### src/rtl/vga_draw_arbiter.sv
// Round-robin arbiter sharing the vga_adapter plot port between NUM_ENG drawing engines.
// Optional watchdog abort of a stuck engine is built when ARB_TIMEOUT_EN is defined.
module vga_draw_arbiter #(
    parameter int          NUM_ENG = 3,
    parameter logic [31:0] TIMEOUT = 32'd20000
) (
    input  logic                   clk,
    input  logic                   rst,
    input  logic [NUM_ENG-1:0]     req,
    output logic [NUM_ENG-1:0]     start,
    input  logic [NUM_ENG-1:0]     done,
    input  logic [NUM_ENG*8-1:0]   eng_x,
    input  logic [NUM_ENG*7-1:0]   eng_y,
    input  logic [NUM_ENG*3-1:0]   eng_colour,
    input  logic [NUM_ENG-1:0]     eng_plot,
    output logic [7:0]             vga_x,
    output logic [6:0]             vga_y,
    output logic [2:0]             vga_colour,
    output logic                   vga_plot,
    output logic [NUM_ENG-1:0]     grant,
    output logic                   busy,
    output logic                   timeout
);

    localparam int IW = (NUM_ENG > 1) ? $clog2(NUM_ENG) : 1;

    typedef enum logic [1:0] {
        IDLE,
        START,
        RUN,
        RELEASE
    } state_t;

    state_t              state;
    state_t              state_next;
    logic [IW-1:0]       last;
    logic [IW-1:0]       gidx;
    logic [IW-1:0]       win_idx;
    logic                win_found;
    logic [NUM_ENG-1:0]  win_onehot;
    logic                owner_done;
    logic                wd_expired;

    logic [7:0]          x_arr      [NUM_ENG];
    logic [6:0]          y_arr      [NUM_ENG];
    logic [2:0]          colour_arr [NUM_ENG];

    always_comb begin
        for (int i = 0; i < NUM_ENG; i++) begin
            x_arr[i]      = eng_x[8*i +: 8];
            y_arr[i]      = eng_y[7*i +: 7];
            colour_arr[i] = eng_colour[3*i +: 3];
        end
    end

    assign owner_done = done[gidx];

    // Search upward from the engine after the last owner, wrapping at NUM_ENG.
    always_comb begin
        logic [IW:0] cand;
        cand      = '0;
        win_idx   = '0;
        win_found = 1'b0;
        for (int k = 1; k <= NUM_ENG; k++) begin
            cand = {1'b0, last} + (IW+1)'(k);
            if (cand >= (IW+1)'(NUM_ENG))
                cand = cand - (IW+1)'(NUM_ENG);
            if (!win_found && req[cand[IW-1:0]]) begin
                win_found = 1'b1;
                win_idx   = cand[IW-1:0];
            end
        end
    end

    assign win_onehot = {{(NUM_ENG-1){1'b0}}, 1'b1} << win_idx;

    // A done already high during START is deliberately ignored until RUN.
    always_comb begin
        state_next = state;
        case (state)
            IDLE:    if (win_found) state_next = START;
            START:   state_next = RUN;
            RUN:     if (owner_done || wd_expired) state_next = RELEASE;
            RELEASE: state_next = IDLE;
            default: state_next = IDLE;
        endcase
    end

    always_ff @(posedge clk) begin
        if (rst) begin
            state      <= IDLE;
            last       <= IW'(NUM_ENG - 1);
            gidx       <= '0;
            grant      <= '0;
            start      <= '0;
            busy       <= 1'b0;
            vga_x      <= '0;
            vga_y      <= '0;
            vga_colour <= '0;
            vga_plot   <= 1'b0;
        end else begin
            state    <= state_next;
            start    <= '0;
            vga_plot <= 1'b0;
            busy     <= (state_next != IDLE);
            case (state)
                IDLE: begin
                    if (win_found) begin
                        gidx  <= win_idx;
                        grant <= win_onehot;
                    end else begin
                        grant <= '0;
                    end
                end
                START: begin
                    start <= grant;
                end
                RUN: begin
                    vga_x      <= x_arr[gidx];
                    vga_y      <= y_arr[gidx];
                    vga_colour <= colour_arr[gidx];
                    vga_plot   <= eng_plot[gidx];
                    if (state_next == RUN)
                        start <= grant;
                end
                RELEASE: begin
                    last  <= gidx;
                    grant <= '0;
                end
                default: begin
                    grant <= '0;
                end
            endcase
        end
    end

`ifdef ARB_TIMEOUT_EN
    logic [31:0] wd_count;

    assign wd_expired = (state == RUN) && (wd_count == TIMEOUT - 32'd1);

    // The pulse lines up with the RELEASE cycle of an aborted job.
    always_ff @(posedge clk) begin
        if (rst) begin
            wd_count <= '0;
            timeout  <= 1'b0;
        end else begin
            timeout <= (state == RUN) && (state_next == RELEASE) && !owner_done;
            if (state == START)
                wd_count <= '0;
            else if (state == RUN)
                wd_count <= wd_count + 32'd1;
        end
    end
`else
    assign wd_expired = 1'b0;
    assign timeout    = 1'b0;
`endif

endmodule

### config.mk
export PLATFORM = sky130hd
export DESIGN_NAME = vga_draw_arbiter
export DESIGN_NICKNAME = d
export VERILOG_FILES = /design/src/rtl/vga_draw_arbiter.sv
export SDC_FILE = /design/constraint.sdc
export NUM_CORES = 1
export LEC_CHECK = 0
export CAP_MARGIN = 20
export CORE_MARGIN = 10
export CORE_UTILIZATION = 43
export CTS_CLUSTER_DIAMETER = 60
export CTS_CLUSTER_SIZE = 10
export DETAILED_ROUTE_END_ITERATION = 8
export PLACE_DENSITY = 0.85
export SKIP_CTS_REPAIR_TIMING = 1
export SYNTH_ARGS = -nofsm -noshare
export SYNTH_HDL_FRONTEND = slang
export SYNTH_SLANG_ARGS = --single-unit
### constraint.sdc
create_clock -name clk -period 4.93 [get_ports clk]
set_input_delay 0.986 -clock clk [delete_from_list [all_inputs] [get_ports clk]]
set_output_delay 0.986 -clock clk [all_outputs]
set_load 0.005 [all_outputs]
==> results of run 1 <==
-- layer usage --
layer  global-route usage [%]  up-vias
li1                         -      963
met1                    16.58      857
met2                    28.47       87
met3                    5.163       16
met4                    7.036        0
met5                        0        -
-- worst max-delay path, stage by stage --
cell and delay (ns):
clkdlybuf4s50_1 0.51, a22o_1 0.29, o21a_1 0.24, o41a_1 0.44
mux2_4 0.32
-- layout make-up --
| type | count | share of cell area [%] |
|---|---|---|
| clock buffer | 6 | 2.905 |
| clock inverter | 2 | 0.3521 |
| multi-input combinational | 167 | 38.20 |
| tap | 50 | 2.201 |
| sequential | 32 | 22.54 |
| timing repair buffer | 94 | 32.75 |
| inverter | 8 | 1.056 |
-- cell usage in the layout (no fill, tap or decap), types with 2 or more instances in the layout --
cell,instances
ha_1,8
a21oi_1,22
nand4_1,2
o22ai_1,3
nor4_1,2
buf_4,4
o211ai_1,2
nand2_1,10
inv_1,8
or3_1,2
nor3b_1,2
a211oi_1,20
clkinv_2,2
dfxtp_1,32
o21ai_0,4
nand2b_1,3
clkdlybuf4s50_1,90
nor2_1,42
mux2i_1,22
clkbuf_8,6
mux2_4,2
and3_1,3
-- cell families (layout without fill, tap and decap cells) --
| family | Yosys count | after routing |
|---|---|---|
| AO/OA/AOI/OAI | 62 | 62 |
| buffers and inverters | 26 | 110 |
| other | 1 | 1 |
| adder cells (fa/ha/maj) | 8 | 8 |
| flip-flops | 32 | 32 |
| multiplexers | 24 | 24 |
| AND/OR/NAND/NOR | 72 | 72 |
-- state kept, by name (all words and copies together) (netlist names) --
signal / count
vga_y: 7
start: 3
vga_x: 8
busy: 1
vga_colour: 3
last: 2
grant: 3
vga_plot: 1
state: 2
gidx: 2
-- worst max path at each step --
stage | start | end | slack, ns | cells after the start
floorplan | req[2] | gidx[0] | 2.70 | 4
global placement | req[2] | gidx[0] | 2.12 | 5
detailed placement | req[2] | gidx[0] | 2.07 | 5
CTS | req[2] | gidx[0] | 2.35 | 5
global route | req[2] | gidx[0] | 2.27 | 5
finish | req[2] | gidx[0] | 2.32 | 5
-- power by group through the flow --
stage	logic, mW	clock network, mW	registers (mW)
floorplan	0.353	0	0.398
global placement	0.603	0	0.403
detailed placement	0.626	0	0.404
CTS	0.634	0.210	0.401
global route	0.699	0.224	0.411
finish	0.630	0.209	0.400
-- per-stage QoR --
stage          hold slack [ns]  total power [mW]  cell area [um^2]  worst slack (ns)  util, %
2_1_floorplan           0.4753            0.7512              1842             2.698        -
3_3_place_gp            0.4709             1.006              2750             2.121    67.30
3_5_place_dp            0.4782             1.030              2750             2.073    67.30
4_1_cts                 0.4863             1.245              2843             2.353    69.57
5_1_grt                 0.5156             1.334              2843             2.274    69.57
6_report                0.4839             1.239              2843             2.318    69.57
==> impl_metrics.json, run 1 <==
{
  "pwr-share-seq_pct": 32.3,
  "syn_nets": 298,
  "hold_end": "vga_x[3]",
  "setup_viol": 0,
  "ant_nets": 0,
  "synthXorXnorAreaFrac_pct": 0,
  "antenna_found_initial": 0,
  "synth-seq-cells": 32,
  "die_w_um": 85.45,
  "tightest_slew_ns": 0.8047,
  "clkTransAtPathRegs_ns": 0.07,
  "yosysWarningCount": 0,
  "start_util_pct": 45.07,
  "async_flop_share_pct": 0,
  "nNetsFinal": 381,
  "grt_pass1_wl_um": 9618,
  "hp-class": "flop to flop",
  "maxSlewViolCount": 0,
  "synth_top_family_by_area": "compound AO/OA/AOI/OAI gates",
  "wirelength_um": 5977,
  "cap_violations": 0,
  "crit_type": "primary input to flop",
  "synth-seq-area-share_pct": 34.78,
  "die-area_um2": 7301,
  "track_usage_pct": 15.95,
  "final-seq-area_um2": 640.6,
  "vias_per_cell": 5.357,
  "die_y_um": 85.45,
  "reg2reg_slack_ns": 2.71,
  "peakVddDrop_v": 0.0002697,
  "synth_cells": 225,
  "h-tree-depth": 2,
  "drt-wirelength-per-cell_um": 16.65,
  "dpl.hpwl_um": 4647,
  "drc": 0,
  "rsz0062_at_grt": "false",
  "p_switching_uw": 462.1,
  "yosysTopAreaCellShare_pct": 34.78,
  "crit_fanout": 7,
  "avgSynthCellArea_um2": 8.186,
  "tns_ns": 0,
  "met1_length_um": 2186,
  "nFillCells": 328,
  "p_clk_share_pct": 16.9,
  "synth_ff_type": "dfxtp_1",
  "clock.fmax_mhz": 382.9,
  "gr-total-overflow": 0,
  "hold_path_depth": 2,
  "synth.most_common_cell": "nor2_1",
  "final_layout_size_suffix_gt1_share_pct": 4.531,
  "clk_latency_ns": 0.28,
  "dp.cells": 351,
  "synthesis.area_um2": 1842,
  "cp-start-kind": "primary input",
  "via_count": 1923,
  "hold_start": "vga_x[3]",
  "synthDistinctLibCells": 41,
  "dr.pass1.iters": 4,
  "synthToLayoutAreaGrowth_pct": 54.35,
  "r2r_start": "last[0]",
  "fin_cells": 359,
  "critPathArrivalTime_ns": 2.78,
  "rows": 23,
  "cts-root-buf": "clkbuf_8",
  "finalCritPeriodShare_pct": 52.98,
  "synth-compound-area-share_pct": 21.88,
  "cts.sinks": 32,
  "dr_wl_met2_um": 3131,
  "synth_top_area_cell": "dfxtp_1",
  "swShare_pct": 37.30,
  "slew_headroom_pct": 46.28,
  "synth_fa_ha_area_share_pct": 5.435,
  "core-area_um2": 4086,
  "cts_max_path_buffers": 2,
  "dr_wl_met3_um": 485,
  "synthSimpleGateAreaFrac_pct": 17.87,
  "ys_top_cells_by_area": "dfxtp_1, mux2i_1, nor2_1",
  "port_buffers": 90,
  "hold_viol": 0,
  "globalplace.congestion": 0.8150,
  "worst-r2r-cell-count": 6,
  "cts_tree": "yes",
  "worst_clock_skew_ns": 0.005710,
  "p_leak_nw": 1.056,
  "r2r-end": "gidx[0]",
  "drt-initial-drc-count": 148,
  "cp.required_ns": 5.10,
  "grt_pass1_vias": 1984,
  "status": "complete, no violations",
  "fin_crit_ns": 2.612,
  "highest_layer": "met4",
  "grt_max_degree": 43,
  "p_int_uw": 776.8,
  "cts-buffers-inserted": 5,
  "power_density_nw_per_um2": 435.8,
  "synth_edf_count": 0,
  "combPwrFrac_pct": 50.8,
  "synthMuxAreaShare_pct": 13.59,
  "ios": 92,
  "critPathCaptureType": "flop",
  "multiInputGateArea_um2": 1086,
  "diodes": 0,
  "synthTopCellsByCount": "nor2_1, dfxtp_1, a21oi_1, mux2i_1, a211oi_1"
}
(Power assumes the default switching activity.)
==> inputs of run 2 (changes only) <==
--- a/config.mk
+++ b/config.mk
@@ -7,11 +7,11 @@
 export LEC_CHECK = 0
 export CAP_MARGIN = 20
 export CORE_MARGIN = 10
-export CORE_UTILIZATION = 43
+export CORE_UTILIZATION = 36
 export CTS_CLUSTER_DIAMETER = 60
 export CTS_CLUSTER_SIZE = 10
 export DETAILED_ROUTE_END_ITERATION = 8
-export PLACE_DENSITY = 0.85
+export PLACE_DENSITY = 0.76
 export SKIP_CTS_REPAIR_TIMING = 1
 export SYNTH_ARGS = -nofsm -noshare
 export SYNTH_HDL_FRONTEND = slang
==> constraint.sdc (replaced) <==
create_clock -name clk -period 2.2 [get_ports clk]
set_input_delay 0.44 -clock clk [delete_from_list [all_inputs] [get_ports clk]]
set_output_delay 0.44 -clock clk [all_outputs]
set_load 0.005 [all_outputs]
==> run 2 against run 1 <==
Net effect:
- sequential power rose by 120%
- first-iteration DRC count fell by 48%
- combinational power rose by 130%
- design area rose by 3.3%
- global-route usage fell by 2.7 points
- hold slack got worse by 0.00054 ns
- non-clock buffer count rose by 8
- clock power rose by 110%
- count of clock-buffer cells in the layout did not move
- register-to-register slack got worse by 2.5 ns
- critical endpoint unchanged
- die area rose by 15%
- clock skew barely moved
==> impl_metrics.json, run 2 (synthesis gave the netlist of run 1 again) <==
{
  "power_density_nw_per_um2": 945.0,
  "core-area_um2": 4848,
  "rsz0062_at_grt": "false",
  "clkTransAtPathRegs_ns": 0.07,
  "die-area_um2": 8377,
  "via_count": 1887,
  "cp_top_family": "multiplexers",
  "cts-root-buf": "clkbuf_8",
  "finalCritPeriodShare_pct": 92.45,
  "vias_per_cell": 4.914,
  "maxSlewViolCount": 0,
  "largest_register": "vga_x",
  "cp.required_ns": 2.36,
  "wirelength_um": 5784,
  "cap_violations": 0,
  "slowest_stage": "ha_1",
  "h-tree-depth": 2,
  "clock.fmax_mhz": 491.7,
  "r2r_start": "last[0]",
  "track_usage_pct": 13.21,
  "drc": 0,
  "crit_type": "flop to flop",
  "crit_start": "last[0]",
  "critPathArrivalTime_ns": 2.20,
  "critical_path_buf_inv_count": 1,
  "reg_top3": "vga_x (8), vga_y (7)",
  "critPathCaptureType": "flop",
  "cp-start-kind": "flop",
  "antenna_found_initial": 0,
  "die_y_um": 91.53,
  "cts_tree": "yes",
  "final_layout_size_suffix_gt1_share_pct": 6.940,
  "clk_latency_ns": 0.27,
  "p_leak_nw": 1.100,
  "worst_clock_skew_ns": 0.005563,
  "fin_crit_ns": 2.034,
  "status": "complete, no violations",
  "port_buffers": 90,
  "rows": 25,
  "grt_max_degree": 40,
  "met1_length_um": 2582,
  "cts.sinks": 32,
  "tns_ns": 0,
  "globalplace.congestion": 0.9211,
  "drt-wirelength-per-cell_um": 15.06,
  "dr.pass1.iters": 4,
  "dr_wl_met2_um": 2645,
  "start_util_pct": 37.99,
  "dpl.hpwl_um": 4677,
  "cts_max_path_buffers": 2,
  "ios": 92,
  "diodes": 0,
  "setup_viol": 0,
  "hold_viol": 0,
  "gr-total-overflow": 0,
  "synthToLayoutAreaGrowth_pct": 59.44,
  "cts-buffers-inserted": 5,
  "cp_cell_sequence": "inv_1, ha_1, mux2i_1, nor2_1, o41a_1, mux2_4",
  "slowest_delay_ns": 0.47,
  "nFillCells": 456,
  "final_util_pct": 60.57,
  "crit_fanout": 10,
  "grt_pass1_vias": 1904,
  "die_w_um": 91.53,
  "nNetsFinal": 389,
  "ant_nets": 0,
  "hold_start": "vga_y[0]",
  "grt_pass1_wl_um": 9204,
  "final_common_cell": "clkdlybuf4s50_1",
  "hp-class": "flop to flop",
  "dr_wl_met3_um": 514,
  "largest_reg_flops": 8,
  "highest_layer": "met4",
  "drt-initial-drc-count": 77,
  "final_cell_mix": "clkdlybuf4s50_1, nor2_1, dfxtp_1",
  "peakVddDrop_v": 0.0003254
}
==> run 2: routing by layer <==
metal  vias to the layer above  track usage, %
met5                         -               0
met4                         0           3.264
met3                         2           5.267
met2                        82           21.92
met1                       827           15.46
li1                        976               -
==> run 2: layout make-up <==
class	count	area, um^2	share of cell area (%)
Clock buffer	6	82.58	2.812
Tap cell	67	83.83	2.855
Timing Repair Buffer	102	1003	34.17
Clock inverter	2	10.01	0.3409
Multi-Input combinational cell	167	1086	36.98
Sequential cell	32	640.6	21.82
Inverter	8	30.03	1.023
==> run 2: per-stage QoR <==
stage	instances	power [mW]	instance area [um^2]	setup WS, ns	hold WS (ns)
final	384	2.775	2937	0.1661	0.4833
after global routing	384	3.006	2937	0.03113	0.5014
after CTS	384	2.805	2937	0.1492	0.4844
after detailed placement	376	2.347	2844	-0.01565	0.4766
after global placement	376	2.314	2844	0.04379	0.4714
after floorplan	225	1.683	1842	0.2057	0.4753
==> run 2: path summary, 6_finish.rpt <==
check | endpoint | slack [ns] | cells after the start
setup reg to reg | gidx[0] | 0.17 | 6
hold / removal | vga_y[0] | 0.48 | 2
setup / recovery | gidx[0] | 0.17 | 6
hold reg to reg | vga_y[0] | 0.48 | 2
==> run 2: worst register-to-register path, cell delays in order, from the launching register on <==
cell and delay (ns):
dfxtp_1 0.36, inv_1 0.07, ha_1 0.47, mux2i_1 0.30
nor2_1 0.06, o41a_1 0.36, mux2_4 0.31
==> run 2: where the power goes <==
group | switching [mW] | internal (mW) | leakage [nW]
logic | 0.681 | 0.765 | 0.787
registers | 0.113 | 0.770 | 0.262
clock network | 0.197 | 0.249 | 0.0510
